===== src/rtl/seven_segment_scan_controller_pkg.sv =====
`default_nettype none
// ============================================================================
// Module : seven_segment_scan_controller_pkg
// Brief  : Shared constants and width helper for the 7-segment scan controller.
// Rev    : 1.0
// ============================================================================
package seven_segment_scan_controller_pkg;

    localparam logic [3:0] BLANK_CODE = 4'hF;

    // Counter width for a range of n values; never narrower than one bit.
    function automatic int width_of(input int n);
        return (n > 1) ? $clog2(n) : 1;
    endfunction

endpackage
`default_nettype wire


===== src/rtl/seven_segment_scan_controller_scan_tick_gen.sv =====
`default_nettype none
// ============================================================================
// Module : scan_tick_gen
// Brief  : Slot counter and digit index; exposes next-cycle values and frame wrap.
// Rev    : 1.0
// ============================================================================
module scan_tick_gen #(
    parameter int NUM_DIGITS  = 4,
    parameter int REFRESH_DIV = 1000,
    parameter int CNT_W       = 10,
    parameter int IDX_W       = 2
) (
    input  logic             clk,
    input  logic             rst_n,
    output logic [CNT_W-1:0] o_cnt_nxt,
    output logic [IDX_W-1:0] o_idx_nxt,
    output logic             o_frame_wrap
);

    logic [CNT_W-1:0] r_cnt;
    logic [IDX_W-1:0] r_idx;
    logic             w_slot_wrap;

    assign w_slot_wrap  = (r_cnt == CNT_W'(REFRESH_DIV - 1));
    assign o_frame_wrap = w_slot_wrap && (r_idx == IDX_W'(NUM_DIGITS - 1));

    always_comb begin
        o_cnt_nxt = r_cnt + CNT_W'(1);
        o_idx_nxt = r_idx;
        if (w_slot_wrap) begin
            o_cnt_nxt = '0;
            o_idx_nxt = o_frame_wrap ? '0 : r_idx + IDX_W'(1);
        end
    end

    always_ff @(posedge clk) begin
        if (!rst_n) begin
            r_cnt <= '0;
            r_idx <= '0;
        end else begin
            r_cnt <= o_cnt_nxt;
            r_idx <= o_idx_nxt;
        end
    end

endmodule
`default_nettype wire


===== src/rtl/seven_segment_scan_controller.sv =====
`default_nettype none
// ============================================================================
// Module : seven_segment_scan_controller
// Brief  : Multiplexed 7-segment scanner with tear-free frame buffer and blanking.
// Rev    : 1.0
// ============================================================================
module seven_segment_scan_controller
    import seven_segment_scan_controller_pkg::*;
#(
    parameter int NUM_DIGITS   = 4,
    parameter int REFRESH_DIV  = 1000,
    parameter int BLANK_CYCLES = 8,
    parameter int LZ_BLANK     = 1
) (
    input  logic                    clk,
    input  logic                    rst_n,
    input  logic                    load,
    input  logic [4*NUM_DIGITS-1:0] bcd_in,
    output logic                    ready,
    output logic [3:0]              digit_bcd,
    output logic [NUM_DIGITS-1:0]   digit_sel,
    output logic                    frame_done
);

    localparam int CNT_W = width_of(REFRESH_DIV);
    localparam int IDX_W = width_of(NUM_DIGITS);

    logic [CNT_W-1:0]        w_cnt_nxt;
    logic [IDX_W-1:0]        w_idx_nxt;
    logic                    w_frame_wrap;

    logic [4*NUM_DIGITS-1:0] r_pending;
    logic [4*NUM_DIGITS-1:0] r_active;
    logic                    r_pending_valid;

    logic [4*NUM_DIGITS-1:0] w_active_nxt;
    logic [NUM_DIGITS-1:0]   w_lz_mask;
    logic                    w_show;
    logic [3:0]              w_bcd_nxt;
    logic [NUM_DIGITS-1:0]   w_sel_nxt;

    scan_tick_gen #(
        .NUM_DIGITS  (NUM_DIGITS),
        .REFRESH_DIV (REFRESH_DIV),
        .CNT_W       (CNT_W),
        .IDX_W       (IDX_W)
    ) u_tick (
        .clk          (clk),
        .rst_n        (rst_n),
        .o_cnt_nxt    (w_cnt_nxt),
        .o_idx_nxt    (w_idx_nxt),
        .o_frame_wrap (w_frame_wrap)
    );

    assign ready = !r_pending_valid;

    // Outputs are registered from next-cycle state so they line up with cnt/idx.
    assign w_active_nxt = (w_frame_wrap && r_pending_valid) ? r_pending : r_active;

    always_comb begin
        logic zero_run;
        zero_run  = 1'b1;
        w_lz_mask = '0;
        for (int k = NUM_DIGITS - 1; k >= 1; k--) begin
            zero_run     = zero_run && (w_active_nxt[4*k +: 4] == 4'h0);
            w_lz_mask[k] = zero_run && (LZ_BLANK != 0);
        end
    end

    always_comb begin
        w_show    = (int'(w_cnt_nxt) >= BLANK_CYCLES);
        w_sel_nxt = '0;
        w_bcd_nxt = BLANK_CODE;
        if (w_show) begin
            w_sel_nxt = NUM_DIGITS'(1) << w_idx_nxt;
            if (!w_lz_mask[w_idx_nxt]) begin
                w_bcd_nxt = w_active_nxt[4*int'(w_idx_nxt) +: 4];
            end
        end
    end

    always_ff @(posedge clk) begin
        if (!rst_n) begin
            r_pending       <= '0;
            r_active        <= {NUM_DIGITS{BLANK_CODE}};
            r_pending_valid <= 1'b0;
            digit_sel       <= '0;
            digit_bcd       <= BLANK_CODE;
            frame_done      <= 1'b0;
        end else begin
            r_active   <= w_active_nxt;
            digit_sel  <= w_sel_nxt;
            digit_bcd  <= w_bcd_nxt;
            frame_done <= w_frame_wrap;
            if (load && !r_pending_valid) begin
                r_pending       <= bcd_in;
                r_pending_valid <= 1'b1;
            end else if (w_frame_wrap) begin
                r_pending_valid <= 1'b0;
            end
        end
    end

endmodule
`default_nettype wire


===== config.mk =====
export PLATFORM = sky130hd
export DESIGN_NAME = seven_segment_scan_controller
export DESIGN_NICKNAME = d
export VERILOG_FILES = /design/src/rtl/seven_segment_scan_controller_pkg.sv /design/src/rtl/seven_segment_scan_controller_scan_tick_gen.sv /design/src/rtl/seven_segment_scan_controller.sv
export SDC_FILE = /design/constraint.sdc
export NUM_CORES = 1
export LEC_CHECK = 0
export ABC_AREA = 0
export BUFFER_PORTS_ARGS = -buffer_cell sky130_fd_sc_hd__buf_4
export CAP_MARGIN = 10
export CORE_AREA = 2 2 73 75
export CTS_CLUSTER_DIAMETER = 50
export DETAILED_ROUTE_END_ITERATION = 10
export DIE_AREA = 0 0 75 77
export PLACE_DENSITY = 0.7
export SETUP_SLACK_MARGIN = 0.1
export SYNTH_ARGS = -nofsm -noshare
export SYNTH_HDL_FRONTEND = slang
export SYNTH_SLANG_ARGS = --single-unit

===== constraint.sdc =====
create_clock -name clk -period 4.81 [get_ports clk]
set_input_delay 0.481 -clock clk [delete_from_list [all_inputs] [get_ports clk]]
set_output_delay 0.481 -clock clk [all_outputs]
set_load 0.03 [all_outputs]

# Word level (Yosys, flattened, before mapping)
# Cells that the tools add are included.
# classes
order_cmp,2
n_eq_ne,2
n_shift,2
addsub,2
n_reduce_logical,12
bitwise,2
n_mux,8
# op_table
operator,count
2-to-1 mux 16 bit,1
indexed part select 16 x 5 -> 4 bit,1
zero test 4 bit,3
adder 10 x 1 -> 10 bit (second input constant),1
equality test 10 bit (second input constant),1
>= comparator 10 x 4 -> 1 bit (second input constant),1
2-to-1 mux 10 bit,1
logical AND 1 bit,5
2-to-1 mux 2 bit,2
<< shifter 1 x 2 -> 4 bit (first input constant),1
less-than comparator 2 x 3 -> 1 bit (second input constant),1
2-to-1 mux 1 bit,3
OR reduction 3 bit,1
adder 2 x 1 -> 2 bit (second input constant),1
binary-select mux 1 bit (select 2 bit),1
equality test 2 bit (second input constant),1
NOT 1 bit,2
AND reduction 2 bit,1
nonzero test 2 bit,1
zero test 1 bit,1
# word_totals
elab_cells,38
in_bits,19
out_inout_bits,10
reg_bits,54

# Depth between registers and ports, before layout
# logic_depth
ltp_word,10
mapped_depth,9
ltp_nobuf,7

# Cells and area by module
# From an unflattened synthesis, not the netlist that was laid out.
# unflattened
cells_unflattened,244
area_unflattened_um2,2341.0
# modules_own_cells
module,area_each_um2,cells_per_inst,instances,seq_area_each_um2
seven_segment_scan_controller,1709.1,177,1,840.8
scan_tick_gen,631.9,67,1,240.2

# Worst setup path before layout
# No wires, ideal clock.
# synth_timing
path_kind,register to register
startpoint,register u_tick.r_cnt[0]
endpoint,register digit_bcd[1]
period_less_slack_ns,2.589
required_ns,4.690
n_path_buf,1
setup_ns,0.120
path_slack_ns,2.221
arrival_ns,2.469
path_stages_with_launch,8
path_cell_list,dfxtp_1 ha_1 nand2_8 or3_1 buf_6 mux2i_4 mux4_1 a211o_1
# synth_via
elab_chain_len,10
elab_cells_between_ends,19
cone_classes,add/sub (1); order compare (1); eq/ne (1); shift (1); mux (6); bitwise (1); reduce/logical (8)
# synth_lines
element,line,text
start: declaration,seven_segment_scan_controller_scan_tick_gen.sv:20,logic [CNT_W-1:0] r_cnt;
start signal: assignment,seven_segment_scan_controller_scan_tick_gen.sv:41,r_cnt <= o_cnt_nxt;
"parallel branches: the longest is 10 deep, another holds adder 10 x 1 -> 10 bit",--,
end signal: assignment,seven_segment_scan_controller.sv:93,digit_bcd <= w_bcd_nxt;
end: declaration,seven_segment_scan_controller.sv:20,"output logic [3:0] digit_bcd,"
# Parallel ways; which one is timed is not known. The select of a mux whose other input is x is not followed.
# A chain may end at the register's enable or synchronous reset.

# Worst setup path in the final report
# Same ends and word-level chain as after synthesis.

==> results.yml <==
run_status:
  outcome: "finished clean"
logic_synthesis:
  async_flop_share_pct: 0
  synth_seq_cells: 54
  synth_ff_type: "dfxtp_1"
  synth.avg_cell_area_um2: 8.92
  synthCells: 279
  synth-edff-count: 0
  ys_seq_area_share_pct: 43.4
  ys_warn_count: 0
  ys_types: 50
  netlist_area_um2: 2490
  syn-num-nets: 301
timing:
  max_freq_mhz: 330
  finalCritPeriodShare_pct: 63.0
  period_needed_ns: 3.03
  slew_viol_final: 0
  tns_ns: 0
  rsz0062_at_grt: "false"
  slew_headroom_pct: 35.3
  fin_skew_ns: 0.0130
  hold_viol_final: 0
  setup-violations-final: 0
  tightestPinTransition_ns: 0.968
floorplanning:
  die_area_um2: 5780
  rows: 26
  ios: 29
  initial_core_util_pct: 50.0
  die_x_um: 75
  die_h_um: 77
  core_area_um2: 4980
setup_path:
  cp-start-kind: "register"
  cp-end-kind: "register"
  crit_type: "register to register"
  worstPathMaxFanout: 17
  worst_ep_arrival_time_ns: 3.23
  cp.required_ns: 5.01
power:
  ir_drop_mv: 0.152
  power.density_nw_per_um2: 276
  p_leak_nw: 1.15
routing:
  route.vias.total: 1943
  drt_iter0_drc: 48
  via_per_inst: 5.20
  first_pass_iters: 4
  drc: 0
  post_drt_wl_per_cell_um: 13.5
  antenna_left: 0
  drt_wl_total_um: 5040
global_routing:
  grt_max_degree: 42
  grt_pass1_wl_um: 8710
  overflow: 0
  grt_pass1_vias: 1874
  track_usage_pct: 19.3
  grt_antenna_before_repair: 0
finish:
  final_nets: 325
  fin_cells: 374
  nFillCells: 477
  areaGrowthSynthToFinish_pct: 13.4
  final_cell_mix: "70 x nand2_1, 54 x dfxtp_1, 29 x buf_4, 25 x nand3_1, 16 x a21boi_0"
  multiInputGateArea_um2: 1320
  drive_gt1_share_pct: 16.4
  final_common_cell: "nand2_1"
  register_area_um2: 1080
  antennaDiodeCount: 0
cts:
  clk_path_buf_depth: 2
  cts_hold_buffers: 0
  postCtsSetupRepairBufs: 0
  numCtsBuffers: 5
  cts.clk_slew.worst_paths_ns: 0.10
  clk_latency_ns: 0.31
  h-tree-depth: 2
  cts_tree: "done"
  cts_root_buffer: "clkbuf_8"
  ctsResizeCount: 0
  clock-sinks: 54
placement:
  gp_congestion: 0.836
  dpl.cell_count: 366
  io_buffers: 28
  place_hpwl_um: 3630
min_path:
  hp-class: "input pin to register"
flow_run:
  drv_cap: 0
final timing paths:
path                                    from                        end  slack (ns)  cells past startpoint
setup reg to reg  u_tick.r_cnt[0]$_SDFF_PN0_    digit_bcd[1]$_SDFF_PP1_        1.78                      6
hold reg to reg    r_pending[6]$_SDFFE_PN0P_     r_active[6]$_SDFF_PN1_        0.47                      2
setup / recovery  u_tick.r_cnt[0]$_SDFF_PN0_    digit_bcd[1]$_SDFF_PP1_        1.78                      6
hold / removal                     bcd_in[7]  r_pending[7]$_SDFFE_PN0P_        0.42                      3
where the power goes:
| group | internal [mW] | leakage, nW | switching, mW | total, mW |
|---|---|---|---|---|
| Clock | 0.119 | 0.0478 | 0.147 | 0.266 |
| Sequential | 0.457 | 0.439 | 0.0109 | 0.468 |
| Combinational | 0.0218 | 0.665 | 0.0236 | 0.0454 |
| Total | 0.598 | 1.15 | 0.182 | 0.779 |
kinds of logic (layout without fill, tap and decap cells):
| logic type | after synthesis | after routing | synth area share, % |
|---|---|---|---|
| muxes | 15 | 15 | 7.79 |
| xor gates and xnor gates | 8 | 8 | 2.82 |
| buffers and inverters | 17 | 42 | 3.62 |
| DFF | 54 | 54 | 43.4 |
| and+or+nand+nor | 145 | 145 | 29.8 |
| adders and majority gates | 3 | 3 | 1.51 |
| AOI/OAI and AO/OA | 37 | 37 | 11.1 |
sequential cells by signal, indices dropped and copies added, names as in the netlist:
signal and count:
frame_done 1, digit_bcd 4, u_tick.r_cnt 10, r_active 16, digit_sel 4, r_pending_valid 1
r_pending 16, u_tick.r_idx 2
synth_stat cells (4+ instances only):
| library cell | number | area, µm² |
|---|---|---|
| nand2_1 | 70 | 263 |
| dfxtp_1 | 54 | 1080 |
| nand3_1 | 25 | 125 |
| a21boi_0 | 16 | 120 |
| nor2_1 | 14 | 52.6 |
| mux2i_1 | 10 | 100 |
| clkbuf_1 | 8 | 30.0 |
| nor4_1 | 7 | 43.8 |
| xnor2_1 | 5 | 43.8 |
| and2_1 | 4 | 25.0 |
| inv_1 | 4 | 15.0 |
| nor2b_1 | 4 | 25.0 |
worst max-delay path, stage by stage (launching register included):
cell and delay, ns:
dfxtp_1 0.41, ha_1 0.38, nand2_8 0.11, or3_1 0.54, mux2i_4 0.57, mux4_1 0.62, a211o_1 0.30
per-layer routing:
metal	vias to the layer above	share of wire (%)	global-route usage [%]
met4	0	0.81	6.07
met1	891	46	25.5
met3	4	3.6	4.07
met2	38	49	31.1
li1	1010	-	-
met5	-	0	0
area by class of cell:
type,instances,area share [%]
multi-input cells,208,46.7
flip-flops and latches,54,38.3
repair buffers,29,7.72
well taps,70,3.10
clock buffers,6,2.93
inverters,5,0.665
clock inverters,2,0.576
per-stage QoR:
step	instance area [µm²]	power, mW	hold slack [ns]	worst slack (ns)	utilization (%)
detailed placement	2720	0.524	0.457	1.83	54.7
global placement	2720	0.523	0.448	1.91	54.7
finish	2820	0.779	0.421	1.78	56.7
CTS	2820	0.787	0.414	1.80	56.7
global route	2820	0.811	0.423	1.64	56.7
floorplan	2490	0.503	0.432	2.22	-
Power figures use the tool's default switching activity.
